===== config.mk =====
export PLATFORM = sky130hd
export DESIGN_NAME = ws_sequencer
export DESIGN_NICKNAME = d
export VERILOG_FILES = /design/src/rtl/ws_sequencer.sv
export SDC_FILE = /design/constraint.sdc
export NUM_CORES = 1
export LEC_CHECK = 0
export CELL_PAD_IN_SITES_DETAIL_PLACEMENT = 1
export CELL_PAD_IN_SITES_GLOBAL_PLACEMENT = 1
export CORE_MARGIN = 2
export CORE_UTILIZATION = 33
export DETAILED_ROUTE_END_ITERATION = 16
export PLACE_DENSITY = 0.7
export RECOVER_POWER = 25
export SLEW_MARGIN = 10
export SYNTH_ARGS = -nofsm -noshare
export SYNTH_HDL_FRONTEND = slang
export SYNTH_SLANG_ARGS = --single-unit

===== constraint.sdc =====
create_clock -name FCLK -period 2.69 [get_ports FCLK]
set_clock_uncertainty 0.15 [all_clocks]
set_input_delay 0.6725 -clock FCLK [delete_from_list [all_inputs] [get_ports FCLK]]
set_output_delay 0.6725 -clock FCLK [all_outputs]
set_load 0.03 [all_outputs]

===== src/rtl/ws_sequencer.sv =====
// ws_sequencer - front-side-bus access sequencer for the accelerator CPLD.
//
// Classifies each 68000-style bus cycle as RAM, ROM or I/O from A[23:20].
// It adds the configured wait states and passes I/O cycles to the slow-bus
// bridge over a req/ack handshake. Every cycle ends with nDTACK or nBERR.
// When enabled, I/O write starts are held a minimum distance apart.
//
// Ports:
//   FCLK      in   fast bus clock, all state changes on its rising edge
//   RST       in   asynchronous active-high reset
//   nAS       in   address strobe (active low, synchronous to FCLK)
//   nWE       in   0 = write cycle
//   A[3:0]    in   A[23:20] of the current cycle
//   RAMWS     in   RAM wait-state enable
//   ROMWS     in   ROM wait-state enable
//   IOWS      in   I/O wait-state enable
//   IOSlowEN  in   I/O write spacing enable
//   IOAck     in   bridge completion (level, held until IOReq falls)
//   IOReq     out  request to slow-bus bridge
//   IOWrite   out  write flag for the bridge, valid while IOReq=1
//   nDTACK    out  data acknowledge, active low
//   nBERR     out  bus error, active low
//   Busy      out  1 whenever the sequencer is not idle
module ws_sequencer #(
  parameter int RAM_WS = 1,
  parameter int ROM_WS = 2,
  parameter int IO_WS  = 3,
  parameter int IO_GAP = 8,
  parameter int TO_CYC = 255
) (
  input  logic       FCLK,
  input  logic       RST,
  input  logic       nAS,
  input  logic       nWE,
  input  logic [3:0] A,
  input  logic       RAMWS,
  input  logic       ROMWS,
  input  logic       IOWS,
  input  logic       IOSlowEN,
  input  logic       IOAck,
  output logic       IOReq,
  output logic       IOWrite,
  output logic       nDTACK,
  output logic       nBERR,
  output logic       Busy
);

  typedef enum logic [2:0] {
    S_IDLE, S_WAIT, S_GAP, S_IOREQ, S_ACK, S_ERR
  } state_t;

  typedef enum logic [1:0] {
    C_RAM, C_ROM, C_IO
  } cls_t;

  state_t     state_q;
  cls_t       cls_q;
  logic       wr_q;        // latched write flag of the current cycle
  logic [7:0] io_ld_q;     // I/O wait count latched at decode (used after GAP)
  logic [7:0] wait_q;
  logic [7:0] gap_q;
  logic [7:0] to_q;
  logic       armed_q;     // nAS seen high since the last accepted cycle
  logic       ioreq_q;
  logic       iowrite_q;
  logic       dtack_n_q;
  logic       berr_n_q;
  logic       busy_q;

  cls_t       cls_dec;
  logic [7:0] mem_ld;
  logic [7:0] io_ld;

  // 4'h4 also has A[23]=0, so the ROM window must be matched before the
  // RAM half of the map or ROM would never be selected.
  always_comb begin
    cls_dec = C_IO;
    if (A == 4'h4)
      cls_dec = C_ROM;
    else if (!A[3])
      cls_dec = C_RAM;
  end

  always_comb begin
    mem_ld = 8'd0;
    if (cls_dec == C_ROM) begin
      if (ROMWS) mem_ld = 8'(ROM_WS);
    end else begin
      if (RAMWS) mem_ld = 8'(RAM_WS);
    end
  end

  assign io_ld = IOWS ? 8'(IO_WS) : 8'd0;

  always_ff @(posedge FCLK or posedge RST) begin
    if (RST) begin
      state_q   <= S_IDLE;
      cls_q     <= C_RAM;
      wr_q      <= 1'b0;
      io_ld_q   <= 8'd0;
      wait_q    <= 8'd0;
      gap_q     <= 8'd0;
      to_q      <= 8'd0;
      armed_q   <= 1'b0;
      ioreq_q   <= 1'b0;
      iowrite_q <= 1'b0;
      dtack_n_q <= 1'b1;
      berr_n_q  <= 1'b1;
      busy_q    <= 1'b0;
    end else begin
      if (nAS) armed_q <= 1'b1;

      // Gap counter free-runs down to 0; a write request below reloads it.
      if (gap_q != 8'd0) gap_q <= gap_q - 8'd1;

      case (state_q)
        S_IDLE: begin
          if (!nAS && armed_q) begin
            armed_q <= 1'b0;
            cls_q   <= cls_dec;
            wr_q    <= !nWE;
            io_ld_q <= io_ld;
            busy_q  <= 1'b1;
            if (cls_dec == C_IO) begin
              if (!nWE && IOSlowEN && (gap_q != 8'd0)) begin
                state_q <= S_GAP;
              end else if (io_ld != 8'd0) begin
                state_q <= S_WAIT;
                wait_q  <= io_ld;
              end else begin
                state_q   <= S_IOREQ;
                ioreq_q   <= 1'b1;
                iowrite_q <= !nWE;
                to_q      <= 8'd0;
                if (!nWE) gap_q <= 8'(IO_GAP);
              end
            end else begin
              if (mem_ld != 8'd0) begin
                state_q <= S_WAIT;
                wait_q  <= mem_ld;
              end else begin
                state_q <= S_ACK;
              end
            end
          end
        end

        S_WAIT: begin
          if (nAS) begin
            state_q <= S_IDLE;
            wait_q  <= 8'd0;
            busy_q  <= 1'b0;
          end else if (wait_q == 8'd1) begin
            wait_q <= 8'd0;
            if (cls_q == C_IO) begin
              state_q   <= S_IOREQ;
              ioreq_q   <= 1'b1;
              iowrite_q <= wr_q;
              to_q      <= 8'd0;
              if (wr_q) gap_q <= 8'(IO_GAP);
            end else begin
              state_q <= S_ACK;
            end
          end else begin
            wait_q <= wait_q - 8'd1;
          end
        end

        S_GAP: begin
          if (nAS) begin
            state_q <= S_IDLE;
            busy_q  <= 1'b0;
          end else if (gap_q == 8'd0) begin
            if (io_ld_q != 8'd0) begin
              state_q <= S_WAIT;
              wait_q  <= io_ld_q;
            end else begin
              state_q   <= S_IOREQ;
              ioreq_q   <= 1'b1;
              iowrite_q <= wr_q;
              to_q      <= 8'd0;
              if (wr_q) gap_q <= 8'(IO_GAP);
            end
          end
        end

        S_IOREQ: begin
          // Abort beats a late IOAck; IOAck beats a same-edge timeout.
          if (nAS) begin
            state_q   <= S_IDLE;
            ioreq_q   <= 1'b0;
            iowrite_q <= 1'b0;
            busy_q    <= 1'b0;
          end else if (IOAck) begin
            state_q   <= S_ACK;
            ioreq_q   <= 1'b0;
            iowrite_q <= 1'b0;
          end else if (to_q == 8'(TO_CYC - 1)) begin
            state_q   <= S_ERR;
            ioreq_q   <= 1'b0;
            iowrite_q <= 1'b0;
            to_q      <= 8'(TO_CYC);
          end else begin
            to_q <= to_q + 8'd1;
          end
        end

        S_ACK: begin
          if (nAS) begin
            state_q   <= S_IDLE;
            dtack_n_q <= 1'b1;
            busy_q    <= 1'b0;
          end else begin
            dtack_n_q <= 1'b0;
          end
        end

        S_ERR: begin
          if (nAS) begin
            state_q  <= S_IDLE;
            berr_n_q <= 1'b1;
            busy_q   <= 1'b0;
          end else begin
            berr_n_q <= 1'b0;
          end
        end

        default: begin
          state_q <= S_IDLE;
          busy_q  <= 1'b0;
        end
      endcase

      // Spacing disabled: the counter is held clear, overriding any reload.
      if (!IOSlowEN) gap_q <= 8'd0;
    end
  end

  assign IOReq   = ioreq_q;
  assign IOWrite = iowrite_q;
  assign nDTACK  = dtack_n_q;
  assign nBERR   = berr_n_q;
  assign Busy    = busy_q;

endmodule


-- Yosys cells after proc, flatten, opt, wreduce, memory -nomap -nowiden
Cells that the tools add are included.
- bits of input ports: 13
- bits in writable memories: 0
- latch bits: 0
- memories kept: 0
- word-level logic and storage cells: 163
- output and inout port bits: 5
- bits in read-only memories: 0
- flip-flop bits (word level): 44
- reductions and logical operators: 21
- eq/ne operators: 32
- muxes and demuxes: 94
- add/subtract/negate cells: 3
- bitwise logic cells: 0
- $lt $le $gt $ge: 0
- div/mod/pow operators: 0
- shift operators: 0
- multipliers: 0
- operators by type and width (cell ; count):
    2-to-1 mux 8 bit ; 38
    case mux 8 bit (3 select lines) ; 2
    2-to-1 mux 3 bit ; 12
    case mux 8 bit (4 select lines) ; 1
    nonzero test 8 bit ; 4
    2-to-1 mux 1 bit ; 30
    inequality test 2 bit, second input constant ; 13
    subtractor 8 x 1 -> 8 bit, second input constant ; 2
    inequality test 3 bit, second input constant ; 5
    case mux 3 bit (5 select lines) ; 1
    2-to-1 mux 2 bit ; 7
    AND reduction 13 bit ; 1
    AND reduction 12 bit ; 1
    adder 8 x 1 -> 8 bit, second input constant ; 1
    == test 8 x 1 -> 1 bit, second input constant ; 1
    == test 8 bit, second input constant ; 1
    logical NOT 8 bit ; 1
    case mux 1 bit (4 select lines) ; 2
    AND reduction 8 bit ; 1
    == test 3 x 2 -> 1 bit, second input constant ; 2
    == test 3 bit, second input constant ; 2
    AND reduction 5 bit ; 1
    OR reduction 5 bit ; 1
    == test 2 bit, second input constant ; 2
    other kinds (13) ; 18

-- Depth between registers and ports, before layout
- depth in word-level cells: 9
- gate-level depth with buffers: 8
- mapped depth without buffers: 7

-- Worst setup path before layout
No wires, ideal clock.
- path kind: register -> register
- from: reg gap_q[0]
- to: reg wait_q[0]
- setup slack: 0.152 ns
- arrival time: 2.264 ns
- clock period less this slack: 2.538 ns
- library setup time: 0.125 ns
- path buffers: 1
- stages on the path, launching flop included: 9
- cells stage by stage: dfrtp_1 > inv_1 > ha_1 > nor3b_2 > nand2_1 > o311ai_4 > and3_1 > buf_2 > mux2_2
- word-level cells in the longest chain between the ends: 4
- elaborated cells on any way between the ends: 6
- classes of those cells: 2 x eq/ne; 4 x reduce/logical
- RTL lines (what ; line ; source):
    start, declared ; 61 ; logic [7:0] gap_q;
    start signal, assigned ; 114 ; if (gap_q != 8'd0) gap_q <= gap_q - 8'd1;
    start signal, assigned ; 135 ; if (!nWE) gap_q <= 8'(IO_GAP);
    start signal, assigned ; 160 ; if (wr_q) gap_q <= 8'(IO_GAP);
    nonzero test 8 bit ; 125 ; if (!nWE && IOSlowEN && (gap_q != 8'd0)) begin
    logical AND 1 bit ; 125 ;
    inequality test 3 bit (no line) ; -- ;
    AND reduction 8 bit (no line) (*) ; -- ;
    end signal, assigned ; 129 ; wait_q <= io_ld;
    end signal, assigned ; 140 ; wait_q <= mem_ld;
    end signal, assigned ; 165 ; wait_q <= wait_q - 8'd1;
    end, declared ; 60 ; logic [7:0] wait_q;
Every way passes the cells marked *; elsewhere a longest branch is shown, timed or not.
A chain may end at the register's enable or synchronous reset.

-- Final worst setup path
- from: in A[2]
- to: reg wait_q[1]
- word-level cells in the longest chain between the ends: 8
- elaborated cells on any way between the ends: 14
- classes of those cells: 6 x eq/ne; 6 x mux; 2 x reduce/logical
- RTL lines (what ; line ; source):
    start, declared ; 35 ; input logic [3:0] A,
    == test 4 x 3 -> 1 bit (*) ; 78 ; if (A == 4'h4)
    2-to-1 mux 2 bit (*) ; 78 ;
    parallel branches: the longest is 6 deep, another holds 2-to-1 mux 8 bit ; -- ;
Mark *: on every way between the ends. The select of a mux whose other input is x is not followed.

==> flow_metrics.tcl <==
set metrics [dict create \
    leakagePower_nw 1.303 \
    final_cells 422 \
    first_global_vias 2278 \
    dp.final_hpwl_um 5252 \
    drcViolationCount 0 \
    final_layout_size_suffix_gt1_share_pct 23.53 \
    rows 31 \
    track_usage_pct 18.79 \
    worstSkewPairLatency_ps 290 \
    whs_ps 353.1 \
    crit_required_ps 2720 \
    vias 2259 \
    postRouteAntennaNets 0 \
    clockPowerShare_pct 13.4 \
    die_x_um 89.17 \
    fin_area_sq_um 3050 \
    synth-main-ff-cell "dfrtp_1" \
    hold_buffers 0 \
    yosys.cell_types.count 57 \
    numCtsBuffers 5 \
    io_pins 18 \
    yosysWarnings 0 \
    grt_pass1_wl_um 11560 \
    hold_viol_final 0 \
    vias_per_cell 5.353 \
    async_reset_ff_share_pct 100.0 \
    slew_violations 0 \
    crit_type "input port to register" \
    intPower_mw 1.882 \
    core-area_sq_um 7137 \
    start_util_pct 33.54 \
    cts.sinks 37 \
    drt-total-wl_um 6972 \
    ir_drop_uv 419.9 \
    grt_max_degree 38 \
    cts_root_buf "clkbuf_8" \
    p_sw_mw 1.397 \
    drtPass1Iterations 4 \
    ys_seq_area_share_pct 38.79 \
    grt_remaining_overflow 0 \
    antenna_cells 0 \
    antenna_found_initial 0 \
    fmax_ghz 0.3917 \
    p_per_area_nw_per_um2 1075 \
    period_needed_ps 2553 \
    crit_fanout 3 \
    pwr-share-seq_pct 30.0 \
    nets 340 \
    cts_buffer_depth 2 \
    rsz0062_at_grt "no" \
    synthCells 268 \
    place_inst 406 \
    avgSynthCellArea_sq_um 8.931 \
    synth_area_sq_um 2394 \
    switching_share_pct 42.60 \
    portBuffers 17 \
    first_iter_violations 108 \
    min_period_over_period_pct 94.90 \
    fp.dieH_um 89.17 \
    drt-wirelength-per-cell_um 16.52 \
    placedInstanceArea_sq_um 2878 \
    cts_tree "done" \
    syn_nets 286 \
    end_kind "register" \
    tightest_slew_ps 1005 \
    htree_levels 2 \
    cp-start-kind "input port" \
    fp.dieArea_sq_um 7950 \
    synth_edf_count 0 \
    area_growth_pct 27.44 \
    cp.arrival_ps 2580 \
    synth_seq_cells 37 \
    min_path_type "register to register" \
    clkTransAtPathRegs_ps 80 \
    globalplace.congestion 0.8951 \
    cap_violations 0 \
    slew_headroom_pct 32.98 \
    p_comb_share_pct 56.6 \
    status "finished clean" \
    finalSetupViolCount 0 \
]
## state kept, by name (all words and copies together), names as in the netlist, 2 cells and up
name     flops
wait_q       8
to_q         8
cls_q        2
state_q      3
gap_q        8
## stage by stage
stage                     TNS (ps)  total power [mW]  setup WS, ps  util (%)
final                            0             3.279         137.2     42.74
after global routing             0             3.530         3.424     42.74
after CTS                        0             3.178         3.647     41.74
after detailed placement     -1446             2.726        -180.1     40.32
after global placement      -685.3             2.681        -109.9     40.32
after floorplan                  0             2.111         151.7         -
## timing repair
item / CTS / global route
resized for setup: 0 / 4
setup buffers: 0 / 8
setup endpoints to repair: 0 / 11
endpoints found under the hold margin: 0 / 0
## worst max-delay path: stages
cell and delay [ps]:
clkdlybuf4s50_1 460, nor4bb_1 350, a211oi_1 110, a221oi_1 360, and3_1 260, mux2_2 350
## layout make-up
class | instances | area (sq um)
Fill cell | 873 | 4086
Multi-Input combinational cell | 207 | 1369
Sequential cell | 37 | 928.4
Timing Repair Buffer | 59 | 483.0
Tap cell | 99 | 123.9
Clock buffer | 7 | 96.34
Inverter | 12 | 45.04
Clock inverter | 1 | 5.005
## cell usage in the layout (no fill, tap or decap), types with 3 or more instances in the layout
master           instances
nand2_1                 29
clkdlybuf4s50_1         16
clkbuf_8                 7
ha_1                     5
a211oi_1                 4
o21ai_0                 14
dfrtp_1                 35
a31oi_1                  8
nor4_1                   3
xnor2_1                  6
nor2_1                  29
a21oi_1                 16
nor2b_1                  6
nor3_1                   5
o31ai_1                  6
mux2_2                   8
or2_2                    3
a41oi_1                  6
buf_4                   41
and3_1                   3
nand3_1                 12
inv_1                   12
## final timing paths
check / slack [ps] / to / cells after the start / startpoint
min in group asynchronous: 970 / gap_q[0]$_DFF_PP0_ / 3 / RST
setup / recovery: 140 / wait_q[1]$_DFFE_PP0P_ / 6 / A[2]
hold / removal: 350 / wr_q$_DFFE_PP0P_ / 2 / wr_q$_DFFE_PP0P_
hold reg to reg: 350 / wr_q$_DFFE_PP0P_ / 2 / wr_q$_DFFE_PP0P_
max in group asynchronous: 780 / to_q[1]$_DFFE_PP0P_ / 3 / RST
setup reg to reg: 140 / to_q[1]$_DFFE_PP0P_ / 5 / wait_q[4]$_DFFE_PP0P_
## metal layers
layer	wire length [um]	GRT usage (%)	vias to the layer above	part of all wire (%)
li1	-	-	1092	-
met1	3247	24.72	1123	47
met2	3448	32.32	35	49
met3	184	2.770	9	2.6
met4	92	4.885	0	1.3
met5	0	0	-	0
## synthesized netlist by cell type (all sizes together), types with 2 or more instances
cell type	n	area (sq um)
a211oi	4	30.03
a21o	2	15.01
a21oi	16	80.08
a221oi	2	17.52
a22o	2	17.52
a22oi	2	15.01
a31oi	8	50.05
a41oi	6	52.55
and3	4	25.02
buf	4	35.03
clkbuf	8	30.03
dfrtp	35	875.8
dfstp	2	52.55
ha	5	62.56
inv	12	45.04
mux2	10	120.1
nand2	29	108.9
nand2b	2	12.51
nand3	12	60.06
nand3b	2	15.01
nor2	29	108.9
nor2b	6	37.54
nor3	5	25.02
nor4	5	61.31
o21ai	14	70.07
o311ai	2	35.04
o31a	2	17.52
o31ai	6	45.04
or2	3	18.77
or3b	2	17.52
or4	2	18.77
xnor2	6	52.55
## power groups by stage
stage / registers, mW / clock network (mW) / logic [mW]
detailed placement: 0.991 / 0 / 1.74
floorplan: 0.966 / 0 / 1.14
global placement: 0.982 / 0 / 1.70
finish: 0.985 / 0.438 / 1.86
global route: 1.02 / 0.478 / 2.03
CTS: 0.981 / 0.454 / 1.74
## cells by family (layout without fill, tap and decap cells)
family | after synthesis | count (layout) | share of synthesized area [%]
buffers and inverters | 24 | 79 | 4.600
AOI/OAI and AO/OA | 75 | 75 | 21.90
DFF | 37 | 37 | 38.79
and+or+nand+nor | 109 | 109 | 24.10
adders and majority gates | 5 | 5 | 2.614
xor gates and xnor gates | 7 | 7 | 2.561
muxes | 11 | 11 | 5.437
(Power assumes the default switching activity.)
